==> src/rtl/ifu_if.sv <==
// Instruction-memory read port between the IFU (master) and the instruction memory (slave).
// Handshake: the master raises imem_req with imem_addr and holds both stable until the cycle
// in which the slave returns imem_ack=1; imem_rdata is valid only in that cycle.
interface ifu_if;
  logic        imem_req;
  logic [31:0] imem_addr;
  logic        imem_ack;
  logic [31:0] imem_rdata;

  modport master (output imem_req, output imem_addr, input imem_ack, input imem_rdata);
  modport slave  (input imem_req, input imem_addr, output imem_ack, output imem_rdata);
endinterface

==> src/rtl/ifu.sv <==
// Multi-cycle instruction fetch unit: fetches into IR, holds it until the controller commits.
// Optional misaligned-target trap enabled by defining IFU_ALIGN_CHECK_EN.
module ifu (
  input  logic         clk,
  input  logic         rst_n,
  input  logic         PCWr,
  input  logic [1:0]   NPCSel,
  input  logic [31:0]  reg_target,
  ifu_if.master        imem,
  output logic [31:0]  instr,
  output logic [5:0]   opcode,
  output logic [5:0]   funct,
  output logic [31:0]  pc,
  output logic [31:0]  pc_plus4,
  output logic         instr_valid,
  output logic         fetch_err,
  output logic [1:0]   dbg_state
);

  localparam logic [31:0] RESET_PC = 32'h0000_3000;

  typedef enum logic [1:0] {
    RESET_WAIT = 2'd0,
    FETCH      = 2'd1,
    HOLD       = 2'd2
`ifdef IFU_ALIGN_CHECK_EN
    ,ERR       = 2'd3
`endif
  } state_e;

  state_e      state_q, state_d;
  logic [31:0] pc_q, pc_d;
  logic [31:0] ir_q, ir_d;
  logic        req_q, req_d;
  logic        valid_q, valid_d;
  logic        err_q, err_d;

  logic [31:0] npc_raw;
  logic [31:0] npc;
  logic [31:0] br_off;

  assign pc_plus4 = pc_q + 32'd4;
  assign br_off   = {{14{ir_q[15]}}, ir_q[15:0], 2'b00};

  always_comb begin
    npc_raw = pc_plus4;
    case (NPCSel)
      2'd0:    npc_raw = pc_plus4;
      2'd1:    npc_raw = pc_plus4 + br_off;
      2'd2:    npc_raw = {pc_plus4[31:28], ir_q[25:0], 2'b00};
      default: npc_raw = reg_target;
    endcase
  end

`ifdef IFU_ALIGN_CHECK_EN
  assign npc = npc_raw;
`else
  // Without the trap, a misaligned target is silently rounded down to a word boundary.
  assign npc = npc_raw & 32'hFFFF_FFFC;
`endif

  always_comb begin
    state_d = state_q;
    pc_d    = pc_q;
    ir_d    = ir_q;
    req_d   = req_q;
    valid_d = valid_q;
    err_d   = err_q;
    case (state_q)
      RESET_WAIT: begin
        state_d = FETCH;
        req_d   = 1'b1;
      end
      FETCH: begin
        if (imem.imem_ack) begin
          ir_d    = imem.imem_rdata;
          state_d = HOLD;
          req_d   = 1'b0;
          valid_d = 1'b1;
        end
      end
      HOLD: begin
        if (PCWr) begin
          valid_d = 1'b0;
`ifdef IFU_ALIGN_CHECK_EN
          if (npc[1:0] != 2'b00) begin
            state_d = ERR;
            err_d   = 1'b1;
          end else begin
            pc_d    = npc;
            req_d   = 1'b1;
            state_d = FETCH;
          end
`else
          pc_d    = npc;
          req_d   = 1'b1;
          state_d = FETCH;
`endif
        end
      end
      default: begin
        // ERR is sticky until reset; outputs already hold their trap values.
        state_d = state_q;
      end
    endcase
  end

  always_ff @(posedge clk or negedge rst_n) begin
    if (!rst_n) begin
      state_q <= RESET_WAIT;
      pc_q    <= RESET_PC;
      ir_q    <= 32'h0;
      req_q   <= 1'b0;
      valid_q <= 1'b0;
      err_q   <= 1'b0;
    end else begin
      state_q <= state_d;
      pc_q    <= pc_d;
      ir_q    <= ir_d;
      req_q   <= req_d;
      valid_q <= valid_d;
      err_q   <= err_d;
    end
  end

  assign imem.imem_req  = req_q;
  assign imem.imem_addr = pc_q;
  assign instr          = ir_q;
  assign opcode         = ir_q[31:26];
  assign funct          = ir_q[5:0];
  assign pc             = pc_q;
  assign instr_valid    = valid_q;
  assign fetch_err      = err_q;
  assign dbg_state      = state_q;

endmodule

==> src/flat_wrapper.sv <==
// flat-port wrapper written by rule: the top's interface ports become plain ports
module ifu_flat 
  (clk, rst_n, PCWr, NPCSel, reg_target, instr, opcode, funct, pc, pc_plus4, instr_valid, fetch_err, dbg_state, imem_imem_req, imem_imem_addr, imem_imem_ack, imem_imem_rdata);
  ifu_if imem_i ();
  input  logic clk;
  input  logic rst_n;
  input  logic PCWr;
  input  logic [1:0] NPCSel;
  input  logic [31:0] reg_target;
  output logic [31:0] instr;
  output logic [5:0] opcode;
  output logic [5:0] funct;
  output logic [31:0] pc;
  output logic [31:0] pc_plus4;
  output logic instr_valid;
  output logic fetch_err;
  output logic [1:0] dbg_state;
  output wire logic [$bits(imem_i.imem_req)-1:0] imem_imem_req;
  output wire logic [$bits(imem_i.imem_addr)-1:0] imem_imem_addr;
  input wire logic [$bits(imem_i.imem_ack)-1:0] imem_imem_ack;
  input wire logic [$bits(imem_i.imem_rdata)-1:0] imem_imem_rdata;
  assign imem_imem_req = imem_i.imem_req;
  assign imem_imem_addr = imem_i.imem_addr;
  assign imem_i.imem_ack = imem_imem_ack;
  assign imem_i.imem_rdata = imem_imem_rdata;
  ifu u_core (.clk(clk), .rst_n(rst_n), .PCWr(PCWr), .NPCSel(NPCSel), .reg_target(reg_target), .imem(imem_i), .instr(instr), .opcode(opcode), .funct(funct), .pc(pc), .pc_plus4(pc_plus4), .instr_valid(instr_valid), .fetch_err(fetch_err), .dbg_state(dbg_state));
endmodule
==> config.mk <==
export PLATFORM = sky130hd
export DESIGN_NAME = ifu_flat
export DESIGN_NICKNAME = d
export VERILOG_FILES = /design/src/rtl/ifu_if.sv /design/src/rtl/ifu.sv /design/src/flat_wrapper.sv
export SDC_FILE = /design/constraint.sdc
export NUM_CORES = 1
export LEC_CHECK = 0
export CORE_UTILIZATION = 30
export DETAILED_ROUTE_END_ITERATION = 7
export PLACE_DENSITY = 0.64
export SLEW_MARGIN = 20
export SYNTH_ARGS = -nofsm -noshare
export SYNTH_HDL_FRONTEND = slang
export SYNTH_SLANG_ARGS = --single-unit
export TNS_END_PERCENT = 100
==> constraint.sdc <==
create_clock -name clk -period 4.9 [get_ports clk]
set_input_delay 0.735 -clock clk [delete_from_list [all_inputs] [get_ports clk]]
set_output_delay 0.735 -clock clk [all_outputs]
set_load 0.005 [all_outputs]
=== After elaboration in Yosys (flattened, before gate mapping) ===
Index checks and enable logic that the tools add are counted.

* Reductions and logical operators: 8
* Muxes and demuxes: 10
* Eq/ne operators: 6
* Add/subtract/negate cells: 2

{| class="wikitable"
|+ Operator list
! cell !! count
|-
| 32-bit case mux with 3 select lines || 1
|-
| 32-bit by 3-bit adder with 32-bit output (second input constant) || 1
|-
| 32-bit adder || 1
|-
| 2-bit case mux with 3 select lines || 1
|-
| 3-bit AND reduction || 2
|-
| 2-bit by 1-bit == test with 1-bit output (second input constant) || 2
|-
| 2-bit == test (second input constant) || 2
|-
| 2-bit zero test || 2
|-
| 1-bit 2-to-1 mux || 4
|-
| 2-bit 2-to-1 mux || 2
|-
| 2-bit inequality test (second input constant) || 2
|-
| 2-bit AND reduction || 2
|-
| 1-bit case mux with 3 select lines || 1
|-
| 3-bit nonzero test || 1
|-
| 1-bit case mux with 2 select lines || 1
|-
| 2-bit nonzero test || 1
|}

* Word-level logic and storage cells: 31
* Output and inout port bits: 145
* Input bits: 70
* Bits in registers: 66

=== Longest topological paths before layout ===
Gate-level depths: netlist of run 1.

* Word-level depth: 3
* Mapped depth: 16
* Mapped depth without buffers: 14

=== Least setup slack after synthesis of run 1 ===
No wires, ideal clock.

* Path type: reg-to-reg
* From: register u_core.pc_q[4] (netlist: u_core.imem.imem_addr[4])
* To: register u_core.pc_q[27] (netlist: u_core.imem.imem_addr[27])
* Period minus slack after synthesis: 3352 ps
* Data required time: 4818 ps
* Arrival time: 3270 ps
* Path slack: 1548 ps
* Buffers on the path: 0
* Cell stages (with the launch flop): 14
* Cells stage by stage: dfrtp_1 > nand4_1 > nor2_2 > and3_1 > and3_1 > xor2_1 > ha_1 > nand2_2 > or3_1 > o21bai_1 > a211oi_2 > nor2_1 > or4_1 > a31oi_1

* Longest elaborated chain between the ends: 3

{| class="wikitable"
|+ RTL lines
! element !! RTL line !! RTL
|-
| start: declaration || ifu.sv:32 || <nowiki>logic [31:0] pc_q, pc_d;</nowiki>
|-
| start signal: assignment || ifu.sv:118 || <nowiki>pc_q <= pc_d;</nowiki>
|-
| 32-bit by 3-bit adder with 32-bit output || ifu.sv:42 || <nowiki>assign pc_plus4 = pc_q + 32'd4;</nowiki>
|-
| named net pc_plus4[13] || flat_wrapper.sv:14 || <nowiki>output logic [31:0] pc_plus4;</nowiki>
|-
| 32-bit adder || ifu.sv:49 || <nowiki>2'd1: npc_raw = pc_plus4 + br_off;</nowiki>
|-
| 32-bit case mux with 3 select lines || ifu.sv:47 || <nowiki>case (NPCSel)</nowiki>
|}

The timed path passes the listed nets, and every way through them passes these cells.
A chain may end at the register's enable or synchronous reset.

=== Final worst setup path of run 1 ===
* From: register u_core.pc_q[2] (netlist: u_core.imem.imem_addr[2])
* To: register u_core.pc_q[29] (netlist: u_core.imem.imem_addr[29])

* Longest elaborated chain between the ends: 3

{| class="wikitable"
|+ RTL lines
! element !! RTL line
|-
| 32-bit by 3-bit adder with 32-bit output (*) || ifu.sv:42
|-
| 32-bit adder || ifu.sv:49
|-
| 32-bit case mux with 3 select lines (*) || ifu.sv:47
|}

Every way passes the cells marked *; elsewhere a longest branch is shown, timed or not.

==> flow_results.xml, run 1 <==
<?xml version="1.0" encoding="UTF-8"?>
<metrics>
  <group name="pwr">
    <metric name="worst_ir_drop_vdd" unit="mV">0.315</metric>
    <metric name="total_power" unit="mW">5.34</metric>
    <metric name="proportion_of_power_drawn_by_combinational_gates" unit="">0.640</metric>
    <metric name="clkPwrFrac" unit="">0.135</metric>
    <metric name="switching_share" unit="">0.419</metric>
    <metric name="power_switching" unit="mW">2.24</metric>
    <metric name="internal_power" unit="mW">3.10</metric>
    <metric name="power.share.sequential" unit="">0.225</metric>
    <metric name="power_density" unit="nW/um2">648</metric>
    <metric name="leakagePower" unit="nW">3.39</metric>
  </group>
  <group name="critical_path">
    <metric name="worstSetupPathType" unit="">reg2reg</metric>
    <metric name="critPathMaxStageDelay" unit="ns">0.50</metric>
    <metric name="timing.critical_path.to_type" unit="">register</metric>
    <metric name="worst_setup_path_start_kind" unit="">register</metric>
    <metric name="worst-endpoint-required" unit="ns">5.14</metric>
    <metric name="worst-endpoint-arrival" unit="ns">4.40</metric>
    <metric name="critical_path.max_fanout" unit="">10</metric>
    <metric name="crit_path_cell_trace" unit="">ha_1, nand2_1, nor2_1, and3_1, buf_4, nand3_1, xnor2_1, ha_1, a21oi_1, o21ai_0, a21oi_1, o21bai_1, a222oi_1, o21a_1, nand2_1</metric>
    <metric name="critical_path_top_delay_cell" unit="">dfrtp_1</metric>
  </group>
  <group name="timing">
    <metric name="fin_tns_setup" unit="ns">0</metric>
    <metric name="report.final.hold_viol_count" unit="">0</metric>
    <metric name="setup_viol_count_final" unit="">0</metric>
    <metric name="setup_ws" unit="ns">0.740</metric>
    <metric name="timing.slew.headroom" unit="">0.387</metric>
    <metric name="post-route-period-util" unit="">0.849</metric>
    <metric name="max_slew.worst_pin.slew" unit="ns">0.919</metric>
    <metric name="final.hold.worst_slack" unit="ns">0.518</metric>
    <metric name="grt_setup_unrepaired" unit="">no</metric>
    <metric name="max_clock_freq" unit="MHz">240</metric>
    <metric name="period_needed" unit="ns">4.16</metric>
    <metric name="timing.final.max_slew_violations" unit="">0</metric>
    <metric name="worst_skew" unit="ns">0.0100</metric>
  </group>
  <group name="route">
    <metric name="detail_route.wl_per_cell" unit="um">18.6</metric>
    <metric name="routed_via_count" unit="">5772</metric>
    <metric name="drt_first_iter_violations" unit="">392</metric>
    <metric name="viasPerCell" unit="">5.24</metric>
    <metric name="detail_route.wirelength" unit="um">20500</metric>
    <metric name="antenna_violating_nets_post_route" unit="">0</metric>
    <metric name="drc_errors" unit="">0</metric>
    <metric name="drt_first_pass_iters" unit="">4</metric>
  </group>
  <group name="yosys">
    <metric name="yosys.cell_types.count" unit="">73</metric>
    <metric name="synth_seq_area_share" unit="">0.274</metric>
    <metric name="yosysWarnings" unit="">0</metric>
    <metric name="ys_async_sr_fraction" unit="">1.00</metric>
    <metric name="synth_edf_count" unit="">0</metric>
    <metric name="yosys_register_bits" unit="">65</metric>
    <metric name="post_synth_instance_area" unit="um2">5950</metric>
    <metric name="synth.avg_cell_area" unit="um2">8.74</metric>
    <metric name="synthCells" unit="">681</metric>
    <metric name="synthFlopType" unit="">dfrtp_1</metric>
  </group>
  <group name="floorplan">
    <metric name="die_x" unit="um">143</metric>
    <metric name="floorplan.die_area" unit="um2">20400</metric>
    <metric name="rows" unit="">51</metric>
    <metric name="floorplan.io_pins" unit="">215</metric>
    <metric name="dieHeight" unit="um">143</metric>
    <metric name="core_area" unit="um2">19500</metric>
    <metric name="floorplan.initialDensity" unit="">0.306</metric>
  </group>
  <group name="clock_network">
    <metric name="clk_pin_slew_worst_paths" unit="ns">0.06</metric>
    <metric name="tritoncts_clock_tree" unit="">yes</metric>
    <metric name="cts-resized-gates" unit="">0</metric>
    <metric name="clock_latency" unit="ns">0.35</metric>
    <metric name="cts_post_setup_buffers_inserted" unit="">0</metric>
    <metric name="cts.path.max_buffers" unit="">2</metric>
    <metric name="cts.sink_count" unit="">65</metric>
    <metric name="hold_buffers" unit="">0</metric>
    <metric name="tritoncts.num_buffers" unit="">9</metric>
    <metric name="h-tree-depth" unit="">3</metric>
    <metric name="cts-root-buf" unit="">clkbuf_16</metric>
  </group>
  <group name="cells_and_area">
    <metric name="synthToLayoutAreaGrowth" unit="%">38.5</metric>
    <metric name="final_nets" unit="">937</metric>
    <metric name="layout.cell_area.non_filler" unit="um2">8240</metric>
    <metric name="fillCellCount" unit="">1937</metric>
    <metric name="post_route_cells_drive_above_1_share" unit="">0.106</metric>
    <metric name="layout.cells.non_filler" unit="">1102</metric>
    <metric name="layout.core_utilization" unit="">0.424</metric>
  </group>
  <group name="place">
    <metric name="routabilityCongestion" unit="">0.886</metric>
    <metric name="dp_hpwl" unit="um">15500</metric>
    <metric name="post-place-cells" unit="">1085</metric>
    <metric name="detailed_place.area" unit="um2">7920</metric>
    <metric name="placement.setup.worst_slack" unit="ns">0.878</metric>
    <metric name="place.port_buffers" unit="">205</metric>
  </group>
  <group name="grt">
    <metric name="grt_first_pass_wirelength" unit="um">31300</metric>
    <metric name="largest_net_degree_at_the_start_of_global_routing" unit="">66</metric>
    <metric name="grt_antenna_before_repair" unit="">0</metric>
    <metric name="groute.layer.met3.usage" unit="">0.0449</metric>
    <metric name="global_route.peak_usage_layer" unit="">met2</metric>
    <metric name="grt_overflow_total" unit="">0</metric>
    <metric name="grt_util_all_layers" unit="">0.204</metric>
    <metric name="gr-usage-met2" unit="">0.319</metric>
    <metric name="first_global_vias" unit="">5442</metric>
    <metric name="use_met1" unit="">0.280</metric>
  </group>
  <group name="flow_run">
    <metric name="cap_viol_max_count" unit="">0</metric>
  </group>
  <group name="min_path">
    <metric name="hold_path.class" unit="">in2async</metric>
  </group>
  <group name="outcome">
    <metric name="status" unit="">completed</metric>
  </group>
</metrics>
[cell usage after synthesis, drive strengths merged, types with 6 or more instances]
cell type | count | share of area
ha | 35 | 0.074
nand3 | 18 | 0.015
a211oi | 7 | 0.011
a21oi | 44 | 0.037
o21a | 7 | 0.0088
nor2 | 39 | 0.025
nor3 | 11 | 0.0093
nand4 | 11 | 0.012
mux4 | 11 | 0.042
xor2 | 13 | 0.019
inv | 18 | 0.011
dfrtp | 63 | 0.26
xnor2 | 30 | 0.044
mux2i | 12 | 0.020
clkbuf | 23 | 0.015
o22ai | 6 | 0.0063
mux2 | 36 | 0.069
buf | 57 | 0.068
a31oi | 10 | 0.011
nand2 | 78 | 0.050
or3 | 8 | 0.0084
a21o | 13 | 0.017
and3 | 12 | 0.013
o21ai | 37 | 0.031
[layer usage]
metal  vias up  part of all wire
li1       2738                 -
met1      2806              0.47
met2       213              0.45
met3        15             0.066
met4         0             0.011
met5         -                 0
[final cells by class]
type                    instances  area, um2  share of cell area
diodes                          1       2.50            0.000304
clock buffers                  11        243              0.0294
clock inverters                 5       78.8             0.00956
inverters                      18       67.6             0.00820
multi-input cells             524       3790               0.459
flip-flops and latches         65       1630               0.198
well taps                     265        332              0.0402
repair buffers                213       2100               0.255
[registers in the layout, indices dropped and copies added, names as in the netlist]
register / count
u_core.imem.imem_addr: 30
u_core.dbg_state: 2
u_core.instr: 32
u_core.instr_valid: 1
[power groups by stage]
| stage | combinational (mW) | clock [mW] | sequential [mW] |
|---|---|---|---|
| finish | 3.42 | 0.722 | 1.20 |
| global route | 3.73 | 0.767 | 1.26 |
| CTS | 3.40 | 0.740 | 1.21 |
| detailed placement | 3.37 | 0 | 1.21 |
| global placement | 3.37 | 0 | 1.20 |
| floorplan | 2.11 | 0 | 1.08 |
[cell families after synthesis]
kind of cell,Yosys count,share of synthesized area
compound gates,173,0.191
xor+xnor,43,0.0633
fa+ha+maj,36,0.0770
buf+inv,98,0.0942
flops,65,0.274
mux,59,0.131
other cells,1,0.000630
simple gates,206,0.169
[worst max-delay path: cells and delay by family (launching register included)]
family	cells	cell delay, ns
AND/OR/NAND/NOR	5	0.87
buffers and inverters	1	0.17
flip-flops	1	0.50
AO/OA/AOI/OAI	6	1.48
adder cells (fa/ha/maj)	2	0.72
XOR/XNOR	1	0.30
[cells in the final DEF (no fill, tap or decap), drive strengths merged, types with 7 or more instances in the layout]
| cell | instances |
|---|---|
| a211oi | 7 |
| xnor2 | 30 |
| nor3 | 11 |
| buf | 10 |
| o21ai | 37 |
| inv | 18 |
| mux2 | 36 |
| conb | 7 |
| nand2 | 78 |
| mux4 | 11 |
| nor2 | 39 |
| clkdlybuf4s50 | 203 |
| a21o | 13 |
| a31oi | 10 |
| dfrtp | 63 |
| mux2i | 12 |
| and3 | 12 |
| nand3 | 18 |
| o21a | 7 |
| xor2 | 13 |
| or3 | 8 |
| nand4 | 11 |
| ha | 35 |
| a21oi | 44 |
| clkbuf | 11 |
[final timing paths]
| check | slack (ns) | from | endpoint | cells past startpoint |
|---|---|---|---|---|
| max | 0.74 | u_core.imem.imem_addr[2]$_DFFE_PN0P_ | u_core.imem.imem_addr[29]$_DFFE_PN0P_ | 15 |
| min | 0.52 | rst_n | u_core.instr[31]$_DFFE_PN0P_ | 1 |
| max reg2reg | 0.74 | u_core.imem.imem_addr[2]$_DFFE_PN0P_ | u_core.imem.imem_addr[29]$_DFFE_PN0P_ | 15 |
| min reg2reg | 0.52 | u_core.instr_valid$_DFFE_PN0P_ | u_core.instr_valid$_DFFE_PN0P_ | 2 |
| max in group asynchronous | 3.80 | rst_n | u_core.imem.imem_addr[31]$_DFFE_PN0P_ | 1 |
| min in group clk | 0.52 | u_core.instr_valid$_DFFE_PN0P_ | u_core.instr_valid$_DFFE_PN0P_ | 2 |
No activity file was read; power rests on OpenSTA's default activity.
==> run 2: changes to the inputs <==
--- a/config.mk
+++ b/config.mk
@@ -7,7 +7,7 @@
 export LEC_CHECK = 0
 export CORE_UTILIZATION = 30
 export DETAILED_ROUTE_END_ITERATION = 7
-export PLACE_DENSITY = 0.64
+export PLACE_DENSITY = 0.66
 export SLEW_MARGIN = 20
 export SYNTH_ARGS = -nofsm -noshare
 export SYNTH_HDL_FRONTEND = slang
==> constraint.sdc (replaced) <==
create_clock -name clk -period 3.4 [get_ports clk]
set_input_delay 0.51 -clock clk [delete_from_list [all_inputs] [get_ports clk]]
set_output_delay 0.51 -clock clk [all_outputs]
set_load 0.005 [all_outputs]
==> flow_results.xml, run 2 (synthesized netlist as in run 1, its figures left out) <==
<?xml version="1.0" encoding="UTF-8"?>
<metrics>
  <group name="place">
    <metric name="detailed_place.area" unit="um2">8740</metric>
    <metric name="routabilityCongestion" unit="">0.932</metric>
    <metric name="place.port_buffers" unit="">205</metric>
    <metric name="dp_hpwl" unit="um">17100</metric>
    <metric name="post-place-cells" unit="">1193</metric>
  </group>
  <group name="cells_and_area">
    <metric name="antenna_cells" unit="">0</metric>
    <metric name="final_nets" unit="">1056</metric>
    <metric name="layout.cell_area.non_filler" unit="um2">9460</metric>
    <metric name="commonest_cells_after_routing_fill_and_taps_aside" unit="">203 x clkdlybuf4s50_1, 124 x buf_4, 74 x nand2_1</metric>
    <metric name="layout.cells.non_filler" unit="">1220</metric>
    <metric name="layout.cells.most_common" unit="">clkdlybuf4s50_1</metric>
    <metric name="post_route_cells_drive_above_1_share" unit="">0.268</metric>
    <metric name="largest_register_ff_count" unit="">32</metric>
    <metric name="fillCellCount" unit="">1825</metric>
    <metric name="synthToLayoutAreaGrowth" unit="%">59.0</metric>
  </group>
  <group name="floorplan">
    <metric name="floorplan.initialDensity" unit="">0.306</metric>
    <metric name="dieHeight" unit="um">143</metric>
    <metric name="die_x" unit="um">143</metric>
    <metric name="floorplan.io_pins" unit="">215</metric>
    <metric name="rows" unit="">51</metric>
    <metric name="floorplan.die_area" unit="um2">20400</metric>
    <metric name="core_area" unit="um2">19500</metric>
  </group>
  <group name="grt">
    <metric name="grt_antenna_before_repair" unit="">0</metric>
    <metric name="grt_first_pass_wirelength" unit="um">33900</metric>
    <metric name="first_global_vias" unit="">6024</metric>
    <metric name="grt_overflow_total" unit="">0</metric>
    <metric name="largest_net_degree_at_the_start_of_global_routing" unit="">66</metric>
    <metric name="grt_util_all_layers" unit="">0.220</metric>
  </group>
  <group name="min_path">
    <metric name="hold_path.class" unit="">in2async</metric>
  </group>
  <group name="critical_path">
    <metric name="worstSetupPathType" unit="">reg2reg</metric>
    <metric name="timing.reg2reg.worst_path_depth" unit="">14</metric>
    <metric name="worst-endpoint-required" unit="ns">3.60</metric>
    <metric name="critical_path.max_fanout" unit="">7</metric>
    <metric name="timing.critical_path.to_type" unit="">register</metric>
    <metric name="worst_setup_path_start_kind" unit="">register</metric>
    <metric name="worst-endpoint-arrival" unit="ns">3.51</metric>
  </group>
  <group name="route">
    <metric name="detail_route.wirelength" unit="um">22100</metric>
    <metric name="detail_route.wl_per_cell" unit="um">18.1</metric>
    <metric name="routed_via_count" unit="">6365</metric>
    <metric name="drt_first_iter_violations" unit="">390</metric>
    <metric name="drt_first_pass_iters" unit="">5</metric>
    <metric name="antenna_violating_nets_post_route" unit="">0</metric>
    <metric name="viasPerCell" unit="">5.22</metric>
    <metric name="drc_errors" unit="">0</metric>
  </group>
  <group name="timing">
    <metric name="timing.final.max_slew_violations" unit="">0</metric>
    <metric name="setup_viol_count_final" unit="">0</metric>
    <metric name="worst_skew" unit="ns">0.00583</metric>
    <metric name="post-route-period-util" unit="">0.973</metric>
    <metric name="max_clock_freq" unit="MHz">302</metric>
    <metric name="period_needed" unit="ns">3.31</metric>
    <metric name="grt_setup_unrepaired" unit="">yes</metric>
    <metric name="report.final.hold_viol_count" unit="">0</metric>
    <metric name="timing.slew.headroom" unit="">0.410</metric>
    <metric name="max_slew.worst_pin.slew" unit="ns">0.885</metric>
  </group>
  <group name="clock_network">
    <metric name="cts.sink_count" unit="">65</metric>
    <metric name="hold_buffers" unit="">0</metric>
    <metric name="tritoncts_clock_tree" unit="">yes</metric>
    <metric name="clk_pin_slew_worst_paths" unit="ns">0.06</metric>
    <metric name="cts.path.max_buffers" unit="">2</metric>
    <metric name="cts-root-buf" unit="">clkbuf_16</metric>
    <metric name="clock_latency" unit="ns">0.35</metric>
    <metric name="tritoncts.num_buffers" unit="">9</metric>
    <metric name="h-tree-depth" unit="">3</metric>
  </group>
  <group name="pwr">
    <metric name="leakagePower" unit="nW">4.05</metric>
    <metric name="worst_ir_drop_vdd" unit="mV">0.459</metric>
    <metric name="power_density" unit="nW/um2">953</metric>
  </group>
  <group name="outcome">
    <metric name="status" unit="">completed</metric>
  </group>
  <group name="flow_run">
    <metric name="cap_viol_max_count" unit="">0</metric>
  </group>
</metrics>
-- run 2: cell count changes in the layout (fill, tap and decap cells not counted), sizes merged --
cell / delta
buf: +119
bufinv: -1
clkbuf: +2
clkinv: -1
diode: -1
-- run 2: area by class of cell --
type / count / area [um2] / share of cell area
tap: 265 / 332 / 0.0350
clock inverter: 3 / 40.0 / 0.00423
sequential: 65 / 1630 / 0.172
inverter: 18 / 67.6 / 0.00714
clock buffer: 13 / 260 / 0.0275
multi-input combinational: 524 / 4110 / 0.434
timing repair buffer: 332 / 3020 / 0.319
-- run 2: through the flow --
step	hold WS [ns]	TNS (ns)	power (mW)	utilization	setup slack (ns)
floorplan	0.214	0	4.60	-	0.0479
global placement	0.503	-0.108	7.46	0.449	-0.0697
detailed placement	0.507	-0.504	7.53	0.449	-0.164
CTS	0.330	0	8.58	0.466	0.00365
global route	0.374	-0.355	9.69	0.486	-0.148
finish	0.290	0	9.02	0.486	0.0922
-- run 2: layer usage --
layer	track usage	routed length (um)	vias to the layer above
met2	0.353	10100	309
met4	0.0826	523	0
met5	0	0	-
met1	0.299	9610	3044
met3	0.0295	1780	34
li1	-	-	2978
-- run 2: worst paths after layout --
path	start	end	slack, ns
worst max register to register	u_core.imem.imem_addr[12]$_DFFE_PN1P_	u_core.imem.imem_addr[31]$_DFFE_PN0P_	0.09
worst max-delay path	u_core.imem.imem_addr[12]$_DFFE_PN1P_	u_core.imem.imem_addr[31]$_DFFE_PN0P_	0.09
min in group clk	u_core.instr[31]$_DFFE_PN0P_	u_core.instr[31]$_DFFE_PN0P_	0.53
worst min register to register	u_core.instr[31]$_DFFE_PN0P_	u_core.instr[31]$_DFFE_PN0P_	0.53
max in group asynchronous	rst_n	u_core.imem.imem_addr[9]$_DFFE_PN0P_	2.50
worst min-delay path	rst_n	u_core.instr[31]$_DFFE_PN0P_	0.29
-- run 2: what timing repair did --
action | in CTS | in global routing
buffers inserted | 1 | 11
setup endpoints to repair | 7 | 15
pin swaps | 1 | 24
gates resized for setup | 4 | 62
-- run 2: critical path: stages (launching register included) --
cell,delay (ns)
dfstp_2,0.53
buf_4,0.16
nand4_1,0.25
nor4b_2,0.32
buf_4,0.17
nand3_1,0.15
xnor2_2,0.19
ha_1,0.33
a21o_1,0.19
a21oi_2,0.18
nand2_1,0.07
o31ai_1,0.21
buf_4,0.16
xnor2_1,0.11
o221ai_1,0.13
-- run 2: power by group --
group	total (mW)	switching [mW]	internal [mW]	leakage (nW)
Clock	0.973	0.367	0.606	0.150
Sequential	1.51	0.384	1.12	0.781
Combinational	6.54	2.87	3.67	3.12
